`src/rtl/suma_pkg.sv`:
```
// Shared key codes, FSM state type and key helpers for the keypad-to-adder sequencer.
package suma_pkg;

  typedef logic [3:0] key_code_t;

  localparam key_code_t KEY_ADD   = 4'd10;
  localparam key_code_t KEY_EQUAL = 4'd11;
  localparam key_code_t KEY_CLEAR = 4'd12;

  typedef enum logic [2:0] {
    IDLE,
    ISSUE,
    WAIT_RES,
    LOAD,
    GAP
  } seq_state_t;

  // Codes 13..15 are consumed silently and never reach the adder.
  function automatic logic is_valid_key(input key_code_t code);
    return code <= KEY_CLEAR;
  endfunction

  function automatic logic needs_result(input key_code_t code);
    return (code == KEY_ADD) || (code == KEY_EQUAL);
  endfunction

endpackage

```
`src/rtl/suma_sequencer_key_fifo.sv`:
```
// Small key FIFO: power-of-two depth, wrapping pointers, DEPTH+1-state occupancy count.
module key_fifo #(
  parameter int WIDTH = 4,
  parameter int DEPTH = 4
) (
  input  logic             clk,
  input  logic             rst,
  input  logic             push,
  input  logic [WIDTH-1:0] din,
  input  logic             pop,
  output logic [WIDTH-1:0] dout,
  output logic             full,
  output logic             empty
);

  localparam int PW = $clog2(DEPTH);
  localparam int CW = $clog2(DEPTH + 1);

  logic [WIDTH-1:0] mem [DEPTH];
  logic [PW-1:0]    wr_ptr;
  logic [PW-1:0]    rd_ptr;
  logic [CW-1:0]    cnt;
  logic             push_ok;
  logic             pop_ok;

  assign full    = (cnt == CW'(DEPTH));
  assign empty   = (cnt == '0);
  assign push_ok = push && !full;
  assign pop_ok  = pop && !empty;
  assign dout    = mem[rd_ptr];

  always_ff @(posedge clk or posedge rst) begin
    if (rst) begin
      wr_ptr <= '0;
      rd_ptr <= '0;
      cnt    <= '0;
      for (int i = 0; i < DEPTH; i++) mem[i] <= '0;
    end else begin
      if (push_ok) begin
        mem[wr_ptr] <= din;
        wr_ptr      <= wr_ptr + 1'b1;
      end
      if (pop_ok) rd_ptr <= rd_ptr + 1'b1;
      case ({push_ok, pop_ok})
        2'b10:   cnt <= cnt + 1'b1;
        2'b01:   cnt <= cnt - 1'b1;
        default: cnt <= cnt;
      endcase
    end
  end

endmodule

```
`src/rtl/suma_sequencer.sv`:
```
// Keypad-to-adder sequencer: queues key events, paces them to the adder, loads results to display.
// Optional build macro SEQ_TIMEOUT_EN adds a bounded wait for the adder's result pulse.
//
// state    | meaning
// ---------+-------------------------------------------------------------
// IDLE     | nothing in flight, waiting for a queued key
// ISSUE    | pop FIFO head, strobe it to the adder on the next cycle
// WAIT_RES | ADD/EQUAL issued, waiting for the adder's result pulse
// LOAD     | push captured value (and error) into the display path
// GAP      | enforced quiet time before the next key may issue
module suma_sequencer
  import suma_pkg::*;
#(
  parameter int FIFO_DEPTH     = 4,
  parameter int RESULT_WIDTH   = 14,
  parameter int GAP_CYCLES     = 2,
  parameter int TIMEOUT_CYCLES = 16
) (
  input  logic                    clk,
  input  logic                    rst,
  input  logic                    kp_valid,
  input  logic [3:0]              kp_code,
  output logic                    kp_ready,
  output logic [3:0]              add_key_code,
  output logic                    add_key_pulse,
  input  logic [RESULT_WIDTH-1:0] add_result,
  input  logic                    add_result_pulse,
  input  logic                    add_overflow,
  output logic [RESULT_WIDTH-1:0] disp_value,
  output logic                    disp_load,
  output logic                    disp_err,
  output logic                    busy
);

  // GAP lasts GAP_CYCLES clocks, giving GAP_CYCLES+2 clocks between digit pulses.
  localparam int               GAP_W    = $clog2(GAP_CYCLES + 1);
  localparam logic [GAP_W-1:0] GAP_LOAD = GAP_W'(GAP_CYCLES - 1);

  seq_state_t              state;
  seq_state_t              state_nxt;
  key_code_t               head;
  logic                    fifo_full;
  logic                    fifo_empty;
  logic                    fifo_push;
  logic                    fifo_pop;
  logic [GAP_W-1:0]        gap_cnt;
  logic [RESULT_WIDTH-1:0] cap_value;
  logic                    cap_ovf;

`ifdef SEQ_TIMEOUT_EN
  localparam int               TMO_W    = $clog2(TIMEOUT_CYCLES + 1);
  localparam logic [TMO_W-1:0] TMO_LOAD = TMO_W'(TIMEOUT_CYCLES - 1);
  logic [TMO_W-1:0] tmo_cnt;
`endif

  assign kp_ready  = !fifo_full;
  assign fifo_push = kp_valid && kp_ready;
  assign busy      = (state != IDLE) || !fifo_empty;

  key_fifo #(
    .WIDTH(4),
    .DEPTH(FIFO_DEPTH)
  ) u_key_fifo (
    .clk  (clk),
    .rst  (rst),
    .push (fifo_push),
    .din  (kp_code),
    .pop  (fifo_pop),
    .dout (head),
    .full (fifo_full),
    .empty(fifo_empty)
  );

  always_ff @(posedge clk or posedge rst) begin
    if (rst) state <= IDLE;
    else     state <= state_nxt;
  end

  always_comb begin
    state_nxt = state;
    fifo_pop  = 1'b0;
    case (state)
      IDLE: if (!fifo_empty) state_nxt = ISSUE;
      ISSUE: begin
        fifo_pop = 1'b1;
        if (needs_result(head))     state_nxt = WAIT_RES;
        else if (head == KEY_CLEAR) state_nxt = LOAD;
        else                        state_nxt = GAP;
      end
      WAIT_RES: begin
        if (add_result_pulse) state_nxt = LOAD;
`ifdef SEQ_TIMEOUT_EN
        else if (tmo_cnt == '0) state_nxt = LOAD;
`endif
      end
      LOAD:    state_nxt = GAP;
      GAP:     if (gap_cnt == '0) state_nxt = IDLE;
      default: state_nxt = IDLE;
    endcase
  end

  always_ff @(posedge clk or posedge rst) begin
    if (rst) begin
      add_key_code  <= '0;
      add_key_pulse <= 1'b0;
      disp_value    <= '0;
      disp_load     <= 1'b0;
      disp_err      <= 1'b0;
      cap_value     <= '0;
      cap_ovf       <= 1'b0;
      gap_cnt       <= '0;
`ifdef SEQ_TIMEOUT_EN
      tmo_cnt       <= '0;
`endif
    end else begin
      add_key_pulse <= 1'b0;
      disp_load     <= 1'b0;
      case (state)
        ISSUE: begin
          if (is_valid_key(head)) begin
            add_key_pulse <= 1'b1;
            add_key_code  <= head;
          end
          if (head == KEY_CLEAR) begin
            cap_value <= '0;
            cap_ovf   <= 1'b0;
            disp_err  <= 1'b0;
          end
          gap_cnt <= GAP_LOAD;
`ifdef SEQ_TIMEOUT_EN
          tmo_cnt <= TMO_LOAD;
`endif
        end
        WAIT_RES: begin
          if (add_result_pulse) begin
            cap_value <= add_result;
            cap_ovf   <= add_overflow;
          end
`ifdef SEQ_TIMEOUT_EN
          // Timed out: keep the displayed value, flag the error.
          else if (tmo_cnt == '0) begin
            cap_value <= disp_value;
            cap_ovf   <= 1'b1;
          end else begin
            tmo_cnt <= tmo_cnt - 1'b1;
          end
`endif
        end
        LOAD: begin
          disp_value <= cap_value;
          disp_load  <= 1'b1;
          disp_err   <= disp_err | cap_ovf;
          gap_cnt    <= GAP_LOAD;
        end
        GAP: if (gap_cnt != '0) gap_cnt <= gap_cnt - 1'b1;
        default: ;
      endcase
    end
  end

endmodule
```
`config.mk`:
```
export PLATFORM = sky130hd
export DESIGN_NAME = suma_sequencer
export DESIGN_NICKNAME = d
export VERILOG_FILES = /design/src/rtl/suma_pkg.sv /design/src/rtl/suma_sequencer_key_fifo.sv /design/src/rtl/suma_sequencer.sv
export SDC_FILE = /design/constraint.sdc
export NUM_CORES = 1
export LEC_CHECK = 0
export BUFFER_PORTS_ARGS = -buffer_cell sky130_fd_sc_hd__clkbuf_2
export CORE_MARGIN = 10
export CORE_UTILIZATION = 55
export CTS_BUF_LIST = sky130_fd_sc_hd__clkbuf_4
export DETAILED_ROUTE_END_ITERATION = 8
export PLACE_DENSITY = 0.75
export SETUP_SLACK_MARGIN = 0.4
export SLEW_MARGIN = 40
export SYNTH_ARGS = -nofsm -noshare
export SYNTH_HDL_FRONTEND = slang
export SYNTH_SLANG_ARGS = --single-unit
```
`constraint.sdc`:
```
create_clock -name clk -period 5.6 [get_ports clk]
set_clock_uncertainty 0.05 [all_clocks]
set_input_delay 0.84 -clock clk [delete_from_list [all_inputs] [get_ports clk]]
set_output_delay 0.84 -clock clk [all_outputs]
set_load 0.02 [all_outputs]
```
After elaboration in Yosys (flattened, before gate mapping). Index checks and enable logic that the tools add are counted.

Flip-flop bits (word level): 64. Input bits: 23. Output and inout bits: 23.

$add $sub $neg: 5. Order comparisons: 4. Equality and inequality tests: 15. Muxes and demuxes: 26. Bitwise gates (word level): 3. Reduce and logical (&&, ||, !) cells: 23.

Operator list (count): $mux W14 (2); $pmux W14 S2 (1); $bwmux W16 (1); $mux W3 (5); $pmux W3 S5 (1); $eq A4 B4 Y1 const B (3); $mux W4 (3); $ne A2 B2 Y1 const B (5); $reduce_bool A2 Y1 (5); $bmux W4 S2 (1); $demux W4 S2 (1); $eq A3 B2 Y1 const B (2); $eq A3 B3 Y1 const B (2); $ge A3 B3 Y1 const B (2); $logic_not A3 Y1 (2); $mux W1 (6); $not A2 Y3 (2); $pmux W3 S2 (1); $reduce_and A2 Y1 (3); $reduce_and A3 Y1 (2); $add A2 B1 Y2 const B (2); $le A4 B4 Y1 const B (1); $logic_and A1 B1 Y1 (4); $pmux W1 S2 (2); 15 further kinds (17).

Logic depth before layout (Yosys ltp). Gate-level depths: netlist (run 1).

Depth after elaboration: 8. Gate-level depth with buffers: 9. Mapped depth without buffers: 9.

Cells and area by module. A second synthesis (run 1) with hierarchy kept.

Cells, all modules: 241. Area, all modules: 2864.0 um2.

Modules (own cells, without submodules): suma_sequencer (times used 1, cells each 163, area each 1755.4 um2, seq. area each 1026.0 um2); key_fifo (times used 1, cells each 78, area each 1108.6 um2, seq. area each 575.6 um2).

Worst setup path before layout (run 1). OpenSTA, ideal clock, no wires.

Path type: register to register. From: reg state[1]. To: reg u_key_fifo.cnt[2]. Setup time: 79 ps. Arrival time: 2185 ps. Path slack: 3286 ps. Stages on the path, launching flop included: 10. Buffers on the path: 1. Cell sequence: dfrtp_1 > or3b_2 > buf_6 > nor2_1 > ha_1 > inv_1 > fa_1 > xor2_1 > nor2_1 > xor2_1.

Word-level cells in the longest chain between the ends: 5.

Ends and longest elaborated chain: start: declaration (RTL line suma_sequencer.sv:39) `seq_state_t state;`; start signal: assignment (RTL line suma_sequencer.sv:76) `else state <= state_nxt;`; $eq A3 B1 Y1 * (RTL line suma_sequencer.sv:82) `case (state)`; $mux W1 * (RTL line suma_sequencer.sv:82); $logic_and A1 B1 Y1 * (RTL line suma_sequencer_key_fifo.sv:29) `assign pop_ok = pop && !empty;`; net u_key_fifo.pop_ok (RTL line suma_sequencer_key_fifo.sv:24) `logic pop_ok;`; $eq A2 B1 Y1 or $eq A2 B2 Y1 (tied branches) (RTL line suma_sequencer_key_fifo.sv:44) `case ({push_ok, pop_ok})`; $pmux W3 S2 or $reduce_bool A2 Y1 (tied branches); end signal: assignment (RTL line suma_sequencer_key_fifo.sv:45) `2'b10: cnt <= cnt + 1'b1;`; end signal: assignment (RTL line suma_sequencer_key_fifo.sv:46) `2'b01: cnt <= cnt - 1'b1;`; end signal: assignment (RTL line suma_sequencer_key_fifo.sv:47) `default: cnt <= cnt;`; end: declaration (RTL line suma_sequencer_key_fifo.sv:22) `logic [CW-1:0] cnt;`.

The timed path passes the listed nets; every way through them passes the cells marked *. A chain may end at the register's enable or synchronous reset.

Final worst setup path (run 1).
From: reg state[0]. To: reg u_key_fifo.cnt[2].

The elaborated chain is that of the path after synthesis.

==> results of run 1 <==
-- cells in the mapped netlist (2+ instances only) --
master / number / area [µm²]
ha_1: 6 / 75.1
nand2b_1: 2 / 12.5
o22a_1: 2 / 17.5
dfrtp_1: 64 / 1600
buf_6: 4 / 45.0
mux2_2: 31 / 349
inv_1: 12 / 45.0
mux4_2: 2 / 45.0
xnor2_1: 3 / 26.3
a22o_1: 2 / 17.5
o21ai_0: 10 / 50.1
a21oi_1: 9 / 45.0
nor2_1: 6 / 22.5
o21ai_2: 9 / 78.8
clkbuf_1: 5 / 18.8
nor2b_1: 2 / 12.5
nor3_1: 4 / 20.0
mux4_1: 2 / 52.6
xor2_1: 3 / 26.3
nand2_1: 44 / 165
-- cell families (layout without fill, tap and decap cells) --
kind of cell / Yosys count / count (layout) / synth area share
AND/OR/NAND/NOR: 67 / 67 / 0.109
flip-flops: 64 / 64 / 0.556
AO/OA/AOI/OAI: 37 / 37 / 0.0856
multiplexers: 36 / 36 / 0.159
buffers and inverters: 22 / 76 / 0.0391
adder cells (fa/ha/maj): 7 / 7 / 0.0330
XOR/XNOR: 6 / 6 / 0.0182
-- state kept, by name, indices dropped and copies added, names as in the netlist --
name	cells
add_key_code	4
add_key_pulse	1
cap_ovf	1
cap_value	14
disp_err	1
disp_load	1
disp_value	14
gap_cnt	2
state	3
u_key_fifo.cnt	3
u_key_fifo.mem	16
u_key_fifo.rd_ptr	2
u_key_fifo.wr_ptr	2
-- power groups by stage --
stage | registers, mW | logic, mW | clock network, mW
2_1_floorplan | 0.837 | 0.556 | 0
3_3_place_gp | 0.802 | 0.736 | 0
3_5_place_dp | 0.808 | 0.765 | 0
4_1_cts | 0.801 | 0.768 | 0.440
5_1_grt | 0.829 | 0.840 | 0.462
6_report | 0.801 | 0.755 | 0.428
-- worst max-delay path, delay by kind of cell (launching register included) --
family                     cells  cell delay (ns)
and+or+nand+nor                3             1.01
adders and majority gates      2             0.60
xor gates and xnor gates       2             0.30
DFF                            1             0.55
buffers and inverters          1             0.06
-- worst paths after layout --
path,endpoint,slack (ns),cells after the start,startpoint
min,u_key_fifo.mem[10],0.46,1,u_key_fifo.mem[10]
max in group asynchronous,u_key_fifo.mem[11],4.60,3,rst
max,u_key_fifo.cnt[2],2.98,8,state[0]
min in group asynchronous,u_key_fifo.mem[15],0.51,3,rst
min reg2reg,u_key_fifo.mem[10],0.46,1,u_key_fifo.mem[10]
max reg2reg,u_key_fifo.cnt[2],2.98,8,state[0]
-- layout make-up --
type / count / area (µm²) / share of cell area
sequential: 64 / 1600 / 0.476
timing repair buffer: 48 / 255 / 0.0759
clock inverter: 7 / 134 / 0.0398
clock buffer: 9 / 67.6 / 0.0201
multi-input combinational: 153 / 1170 / 0.349
inverter: 12 / 45.0 / 0.0134
tap: 70 / 87.6 / 0.0260
-- metal layers --
metal	track usage	routed length [µm]
met1	0.161	2380
met2	0.231	2830
met3	0.0468	242
met4	0.0656	75
met5	0	0
-- stage by stage --
stage	hold WS, ns	cells	power [mW]
floorplan	0.420	239	1.39
detailed placement	0.438	346	1.57
global route	0.482	363	2.13
global placement	0.430	346	1.54
finish	0.460	363	1.98
CTS	0.463	362	2.01
==> impl.org, run 1 <==
** Die
- Die Outline Area :: 8530 µm²
- The floorplan has 26 rows.
- For this configuration, the core starts out at a cell density of 0.564.
- Placeable Area :: 5110 µm²
- The floorplan step set the die width to 92.4 µm.
- Measured along the y axis, the die boundary spans 92.4 µm.
- IO Count :: 46

** Routing
- The detail route stage leaves a number of antenna-violating nets equal to 0.
- The detailed router finished its first iteration with 106 violations.
- After detailed routing, the number of remaining DRC violations is 0.
- Dividing the detail-routed wire length by the instance count gives 15.2 µm.
- The first detailed-routing pass took 4 iterations.
- After detailed routing, the total wire length is 5.53 mm.
- After detailed routing, the number of vias per cell comes to 5.26.
- The detailed router placed 1,909 vias in this run.

** Power and ir drop
- Cell leakage power :: 1.64 nW
- Cell Pwr Density :: 590 nW/µm²
- The internal portion of the total power is 1.27 mW.
- IR analysis of the VDD net gives a maximum drop of 249 µV.
- Relative contribution of combinational cells to total power :: 0.380
- The analysis attributes to net switching a power of 0.711 mW.
- Of the total power, the share spent switching nets is 0.358.
- Share of total power in sequential cells :: 0.404
- Of the total power, the clock network draws 0.216.

** Placed design
- The count of buffers added on input and output ports is 45.
- DPL Wire Length :: 3.98 mm
- Before CTS, the worst setup slack after placement is 2.97 ns.
- Post-DP Area :: 3150 µm²
- Last weighted congestion value of the routability-driven placer :: 0.786

** CTS
- CTS Buf Count :: 9
- Buffers added to address setup during post-CTS repair amount to 0.
- Root cell of the clock tree :: clkbuf_4
- Count of cells resized by post-cts repair :: 0
- H-Tree Depth :: 3
- Largest buffer count on any clock path :: 2
- After clock tree synthesis, the clock-pin slew on the worst setup and hold paths is 0.11 ns.
- Hold_buf cts :: 0
- Worst-skew pair later-pin latency :: 0.39 ns
- TritonCTS built the clock tree.
- For this design, the sink count on the clock tree is 64.

** Yosys
- The cell count after synthesis came out at 239.
- Counting flops with a built-in enable in the synthesized netlist gives 0.
- Post-synthesis average cell area :: 12.1 µm²
- Seq/Total Area, Yosys :: 0.556
- Post-synthesis net count :: 269
- Combined area of all synthesized cells :: 2880 µm²
- Counting flops with an async set or reset pin after synthesis yields a share of 1.00.
- Flip-flop cell with the highest count after synthesis :: dfrtp_1
- The Yosys step of the flow raised 0 warnings.
- Synthesis inferred 64 register bits.
- Cell variety after synth :: 37

** Critical path
- Biggest fanout along the worst timing path :: 12
- Startpoint Class :: flop
- For the worst setup path, the data required time is 5.87 ns.
- STA classifies the critical path endpoint as a flop.
- STA puts the critical path data arrival time at 2.89 ns.
- By startpoint and endpoint, the worst setup path is classified as flop to flop.
- On the critical path, the stage with the largest delay is an instance of or3b_2.
- The critical path goes through or3b_2 -> nor2_1 -> ha_1 -> inv_1 -> fa_1 -> xor2_1 -> nor2_1 -> xor2_1.
- For this run, the slowest stage of the critical path takes 0.61 ns.

** Global routing
- The number of antenna violations at the first check in global routing is 0.
- Total congestion overflow :: 0
- Total routing usage reported by global routing :: 0.140
- Wire length of the first global-routing pass :: 9.52 mm
- Largest net degree at the start of global routing :: 65
- The via count of the first global-routing pass is 1,996.

** Finish
- In the final design database the tool counted 318 nets.
- Layout cells sized above 1 :: 0.379
- Area of all placed cells without fillers :: 3360 µm²
- Measured on the finished design, the core utilization comes to 0.659.
- Leaving out fill and tap cells, the most frequent cells in the layout are dfrtp_1 (64), clkbuf_2 (45), nand2_1 (44).
- The repair_antennas step left the layout with diodes totalling 0.
- Most frequent standard cell in the layout excluding fill and tap cells :: dfrtp_1
- FILL cells :: 401
- The area growth from synthesis to layout is 16.8%.

** Job
- Max-cap violation count :: 0

** Outcome
- Outcome :: finished clean

** Timing
- Across all setup checks in the final design, the least slack found is 2.98 ns.
- Period minus WS final :: 2.62 ns
- Period utilization :: 0.469
- Number of hold-slack violations in the final timing report :: 0
- Setup repair after global routing left no endpoint under its margin.
- Based on the critical path, the design can be clocked at up to 381 MHz.
- The final-report max-slew violation count came to 0.
- Final setup vio count :: 0
- Worst Max-Slew Pin Slew :: 0.644 ns
- Final-layout setup total negative slack :: 0 ns
- Rel. slew slack :: 0.568

** Worst hold path
- The worst hold path belongs to the class flop to flop.
Power figures use the tool's default switching activity.
==> run 2, diff against run 1 <==
==> constraint.sdc (replaced) <==
create_clock -name clk -period 2.67 [get_ports clk]
set_clock_uncertainty 0.05 [all_clocks]
set_input_delay 0.4005 -clock clk [delete_from_list [all_inputs] [get_ports clk]]
set_output_delay 0.4005 -clock clk [all_outputs]
set_load 0.02 [all_outputs]
==> impl.org, run 2 (synthesis results as in run 1) <==
** Timing
- Across all hold checks on the routed design, the worst slack comes to 0.140 ns.
- The smallest clock period supported by the final layout is computed as 2.16 ns.
- For the final routed database, the setup TNS stands at 0 ns.
- Setup violations remaining at the end of the flow were counted as 0.
- Worst Max-Slew Pin Slew :: 0.647 ns
- The final-report hold violation count is 0.
- Based on the critical path, the design can be clocked at up to 464 MHz.
- The final-report max-slew violation count was 0.
- Of the available clock period, the critical path in the final layout requires 0.807.
- RSZ-0062 raised after global routing :: false
- Measured against its own limit, the worst slew margin works out to 0.566.

** Power and ir drop
- Across the VDD grid, the largest voltage drop is 661 µV.
- For this design the static power due to leakage is 1.65 nW.
- Dividing total power by cell area gives a power density of 1210 nW/µm².

** Routing
- For this run, design rule violations remaining after detail routing come to 0.
- In this run the remaining antenna-violating nets after routing total 0.
- Total via count after detailed routing :: 1,917
- The first detailed-routing pass ran for 4 iterations.
- WL per Instance :: 15.1 µm
- Summed over all layers, the routed wires come to 5.57 mm.
- Via density per instance :: 5.20
- After the first detailed-routing iteration, the DRC count stood at 102.

** CTS
- Root cell of the clock tree :: clkbuf_4
- Worst-skew pair later-pin latency :: 0.41 ns
- The number of clock buffers added by TritonCTS is 9.
- After clock tree synthesis, the clock-pin slew on the worst setup and hold paths is 0.11 ns.
- TritonCTS built the clock tree.
- The longest clock path from root to sink contains 2 buffers.
- H-Tree Depth :: 3
- The clock net in this run drives a total of 64 sinks.

** Finish
- The repair_antennas step left the layout with diodes totalling 0.
- FILL cells :: 407
- Max FFs per register :: 16
- From synthesis to final layout, the design area changed by 17.6%.
- The library cell used most frequently in the layout, excluding fill and tap cells, is dfrtp_1.
- Layout cells sized above 1 :: 0.398
- Register containing the most flip-flops in the final layout :: u_key_fifo.mem
- At the end of the flow, the number of nets in the layout was 324.
- Most used cells in the layout excluding fill and tap cells :: dfrtp_1 (63), clkbuf_2 (45), nand2_1 (44)
- Top Registers :: u_key_fifo.mem (16), cap_value (14), disp_value (14)

** Critical path
- For the worst setup path, the data required time is 2.95 ns.
- Endpoint class of the critical path :: flop
- Biggest fanout along the worst timing path :: 3
- Startpoint Class :: flop
- Critical path data arrival time :: 2.44 ns
- The slowest stage of the critical path belongs to the cell or3b_4.
- Cell repeated most along the worst path :: xor2_1
- In this design, the stage delay of the slowest critical-path cell is 0.43 ns.
- Kind of critical path :: flop to flop
- Walking the worst path, the cells encountered are or3b_4 -> nor2_4 -> ha_1 -> inv_1 -> fa_1 -> xor2_1 -> nor2_1 -> xor2_1.

** Global routing
- Total routing usage reported by global routing :: 0.141
- Vias in the first global route :: 2,042
- The first global-routing pass estimated 9.60 mm of wire.
- For this run the aggregate overflow at the end of global routing stands at 0.
- Largest net degree at the start of global routing :: 38
- The number of antenna violations at the first check in global routing came to 0.

** Die
- Die Outline Area :: 8530 µm²
- Vertical die dimension :: 92.4 µm
- Row generation in the floorplan step produced 26 rows.
- Initial standard-cell utilization of the core :: 0.564
- Die X :: 92.4 µm
- Placeable Area :: 5110 µm²
- 46 I/O pins were placed.

** Placed design
- DPL Wire Length :: 4.08 mm
- In this run the tool buffered the top-level ports with 45 buffer cells.
- Last weighted congestion value of the routability-driven placer :: 0.750

** Outcome
- Outcome :: finished clean

** Worst hold path
- The worst hold path belongs to the class input port to flop.

** Job
- Max-cap violation count :: 0
==> run 2: cell types whose count changed in the layout (fill, tap and decap cells not counted), moves of 2 or more <==
cell / before / now
bufinv_16: 4 / 2
clkinvlp_4: 0 / 2
buf_4: 1 / 7
buf_6: 2 / 0
==> run 2: per-stage QoR <==
step / cells / setup WS [ns] / utilization / cell area, µm² / power, mW
after floorplan: 239 / 0.409 / - / 2880 / 2.93
after global placement: 350 / 0.388 / 0.625 / 3190 / 3.25
after detailed placement: 350 / 0.310 / 0.625 / 3190 / 3.33
after CTS: 367 / 0.418 / 0.659 / 3360 / 4.09
after global routing: 369 / 0.409 / 0.663 / 3390 / 4.39
final: 369 / 0.514 / 0.663 / 3390 / 4.08
==> run 2: critical path, delay by kind of cell, from the launching register on <==
kind | cells | cell delay [ns]
simple gates | 3 | 0.69
flops | 1 | 0.40
buf+inv | 1 | 0.06
xor+xnor | 2 | 0.31
fa+ha+maj | 2 | 0.57
==> run 2: worst paths after layout <==
check | endpoint | cells after the start | slack, ns | from
max | u_key_fifo.cnt[2] | 8 | 0.51 | state[2]
min in group asynchronous | add_key_code[2] | 3 | 0.54 | rst
max reg2reg | u_key_fifo.cnt[2] | 8 | 0.51 | state[2]
max in group asynchronous | cap_ovf | 4 | 1.43 | rst
min reg2reg | disp_value[0] | 1 | 0.45 | cap_value[0]
min | cap_value[7] | 3 | 0.14 | add_result[7]
==> run 2: final cells by class <==
cell class / count / area (µm²) / share of cell area
flip-flops and latches: 64 / 1600 / 0.473
clock inverters: 6 / 83.8 / 0.0247
multi-input cells: 153 / 1190 / 0.350
inverters: 12 / 45.0 / 0.0133
repair buffers: 54 / 308 / 0.0908
clock buffers: 10 / 75.1 / 0.0222
well taps: 70 / 87.6 / 0.0258
==> run 2: per-layer routing <==
layer	GRT usage	vias to the layer above	wire length, µm
met5	0	-	0
met4	0.0681	0	96
met3	0.0476	10	254
met2	0.222	33	2720
met1	0.169	937	2500
li1	-	937	-
==> run 2: where the power goes <==
part	switching [mW]	internal (mW)	leakage, nW
combinational	0.916	0.779	0.753
clock	0.359	0.385	0.0800
sequential	0.261	1.38	0.814
==> run 2: repair_timing <==
item | in CTS | in global routing
resized for setup | 2 | 3
buffers inserted | 0 | 2
endpoints found under the setup margin | 7 | 4
hold endpoints to repair | 17 | 0
pin swaps | 0 | 1
hold buffers | 1 | 0
==> run 3, diff against run 2 <==
==> constraint.sdc (replaced) <==
create_clock -name clk -period 2.2 [get_ports clk]
set_clock_uncertainty 0.05 [all_clocks]
set_input_delay 0.33 -clock clk [delete_from_list [all_inputs] [get_ports clk]]
set_output_delay 0.33 -clock clk [all_outputs]
set_load 0.02 [all_outputs]
==> impl.org, run 3 (synthesis results as in run 1) <==
** Finish
- The number of antenna diodes in the final layout is 0.
- Layout Cells excl Fill :: 381
- Counting flops per register, the top entry is u_key_fifo.mem.
- Max FFs per register :: 16
- In the final layout, the share of cells above drive strength 1 is 0.469.
- The layout has 379 filler cells.
- Leaving out fill and tap cells, the most frequent cell in the layout is dfrtp_1.
- Relative to the synthesized area, the layout overhead comes to 22.8%.
- Summing all non-filler instances in the final layout gives an area of 3540 µm².
- Nets :: 336
- In the layout the commonest cells are dfrtp_1 (63), clkbuf_2 (44), nand2_1 (43).
- The largest registers in the layout are u_key_fifo.mem (16), cap_value (14), disp_value (14).

** Die
- 46 I/O pins were placed.
- Vertical die dimension :: 92.4 µm
- The die covers 8530 µm².
- Initial standard-cell utilization of the core :: 0.564
- The floorplan step set the die width to 92.4 µm.
- Placement Rows :: 26
- The floorplan step defined a core boundary enclosing 5110 µm².

** Routing
- Before antenna repair, the detailed router went through 4 iterations.
- Number of routed nets with antenna violations :: 0
- The detailed router placed 2,004 vias in this run.
- After detailed routing, the average wire length per cell comes to 15.4 µm.
- For this block, the initial DRC count from the detailed router was 73.
- Detailed-route wire length :: 5.88 mm
- Via density per instance :: 5.26
- Drc violations :: 0

** Critical path
- Data required time of the worst path :: 2.45 ns
- STA classifies the critical path startpoint as a flop.
- In this run the worst path has a maximum fanout of 2.
- By startpoint and endpoint, the worst setup path is classified as flop to flop.
- Register-to-register setup slack :: 0.20 ns
- STA classifies the critical path endpoint as a flop.
- Data on the critical path arrives at its endpoint at 2.25 ns.

** Global routing
- For this run, global-route usage on met2 was measured as 0.236.
- Antenna violations before repair :: 0
- Layer carrying the most global-route usage :: met2
- Largest net degree at the start of global routing :: 65
- For this run, the total global-route usage over all layers was measured as 0.144.
- Met3 Use GR :: 0.0525
- After global routing the overflow that remains totals 0.
- Wire length of the first global-routing pass :: 9.79 mm
- The via count of the first global-routing pass came to 2,094.
- For met1 alone, demand over resource in global routing was 0.164.

** Timing
- Number of hold-slack violations in the final timing report :: 0
- For the pin with the worst max-slew slack, the measured transition is 0.333 ns.
- Final setup vio count :: 0
- For this run, the top clock speed supported by timing is 501 MHz.
- The final-report max-slew violation count came to 0.
- Period utilization :: 0.908
- Worst Hold Slack :: 0.0569 ns
- The worst pin sits at a relative slew slack of 0.778.
- Final Worst Setup Slack :: 0.203 ns
- RSZ-0062 raised after global routing :: true
- Counting I/O delays and the setup requirement, the final critical path takes 2.00 ns.
- Final-layout setup total negative slack :: 0 ns

** Placed design
- Post-DP Area :: 3270 µm²
- After detailed placement, the design holds a cell count of 355.
- At the placement stage, the worst setup path has a slack of 0.128 ns.
- Buffers placed on the I/O ports in this run total 45.
- Last weighted congestion value of the routability-driven placer :: 0.791
- Detailed placement finished with a half-perimeter wire length of 4.03 mm.

** Power and ir drop
- Worst voltage drop across the vdd grid :: 827 µV
- Cell Pwr Density :: 1490 nW/µm²
- Cell leakage power :: 1.71 nW

** CTS
- The H-tree generated during clock tree synthesis spans 3 levels.
- After clock tree synthesis, the clock-pin slew on the worst setup and hold paths is 0.12 ns.
- No sink is reached through more buffers than the 2 on the longest clock path.
- CTS Buf Count :: 9
- Clock tree from TritonCTS :: done
- CTS saw 64 sinks.
- Root cell of the clock tree :: clkbuf_4
- Worst-skew pair later-pin latency :: 0.41 ns

** Outcome
- The flow ran to the end, and the final reports show no timing, DRC or antenna violations.

** Job
- The tool flagged a number of max-cap violations equal to 0.

** Worst hold path
- The min-delay analysis places its worst path in the category input port to flop.
## run 3: cell types whose count changed in the layout (fill, tap and decap cells not counted), sizes merged
cell    change
inv         -1
clkinv      +3
bufinv      -1
buf        +12
clkbuf      -1
## run 3: path summary, 6_finish.rpt
check	start	end	cells after the start
min in group asynchronous	rst	u_key_fifo.mem[0]	4
min	add_result[9]	cap_value[9]	3
max in group asynchronous	rst	u_key_fifo.cnt[0]	4
max	state[1]	u_key_fifo.cnt[2]	8
min reg2reg	u_key_fifo.mem[4]	u_key_fifo.mem[4]	1
max reg2reg	state[1]	u_key_fifo.cnt[2]	8
## run 3: cell type report
cell class | count | area (µm²) | share of cell area
sequential | 64 | 1600 | 0.453
multi-input combinational | 153 | 1240 | 0.350
timing repair buffer | 66 | 420 | 0.119
tap | 70 | 87.6 | 0.0248
clock inverter | 7 | 72.6 | 0.0205
clock buffer | 9 | 67.6 | 0.0191
inverter | 12 | 48.8 | 0.0138
## run 3: report_power, final
group	switching (mW)	internal, mW	leakage, nW
logic	1.27	1.21	0.824
clock network	0.453	0.346	0.0735
registers	0.316	1.68	0.814
total	2.04	3.23	1.71
## run 3: routing by layer
layer | vias up | part of all wire | wire [µm]
li1 | 954 | - | -
met1 | 1003 | 0.42 | 2480
met2 | 35 | 0.51 | 2990
met3 | 12 | 0.054 | 315
met4 | 0 | 0.016 | 93
met5 | - | 0 | 0
## run 3: what timing repair did
action / in CTS / in global routing
hold endpoints to repair: 64 / 0
pin swaps: 4 / 5
hold buffers: 1 / 0
endpoints found under the setup margin: 26 / 35
setup buffers: 5 / 4
gates resized for setup: 8 / 11
## run 3: critical path, cell delays in order (launching register included)
cell,delay (ns)
dfrtp_1,0.40
or3b_4,0.41
nor2_4,0.13
ha_4,0.15
inv_2,0.04
fa_2,0.33
xor2_1,0.15
nor2_1,0.07
xor2_1,0.15
## run 3: per-stage QoR
stage | total power [mW] | utilization
floorplan | 3.61 | -
global placement | 4.09 | 0.640
detailed placement | 4.17 | 0.640
CTS | 5.14 | 0.678
global route | 5.65 | 0.693
finish | 5.28 | 0.693
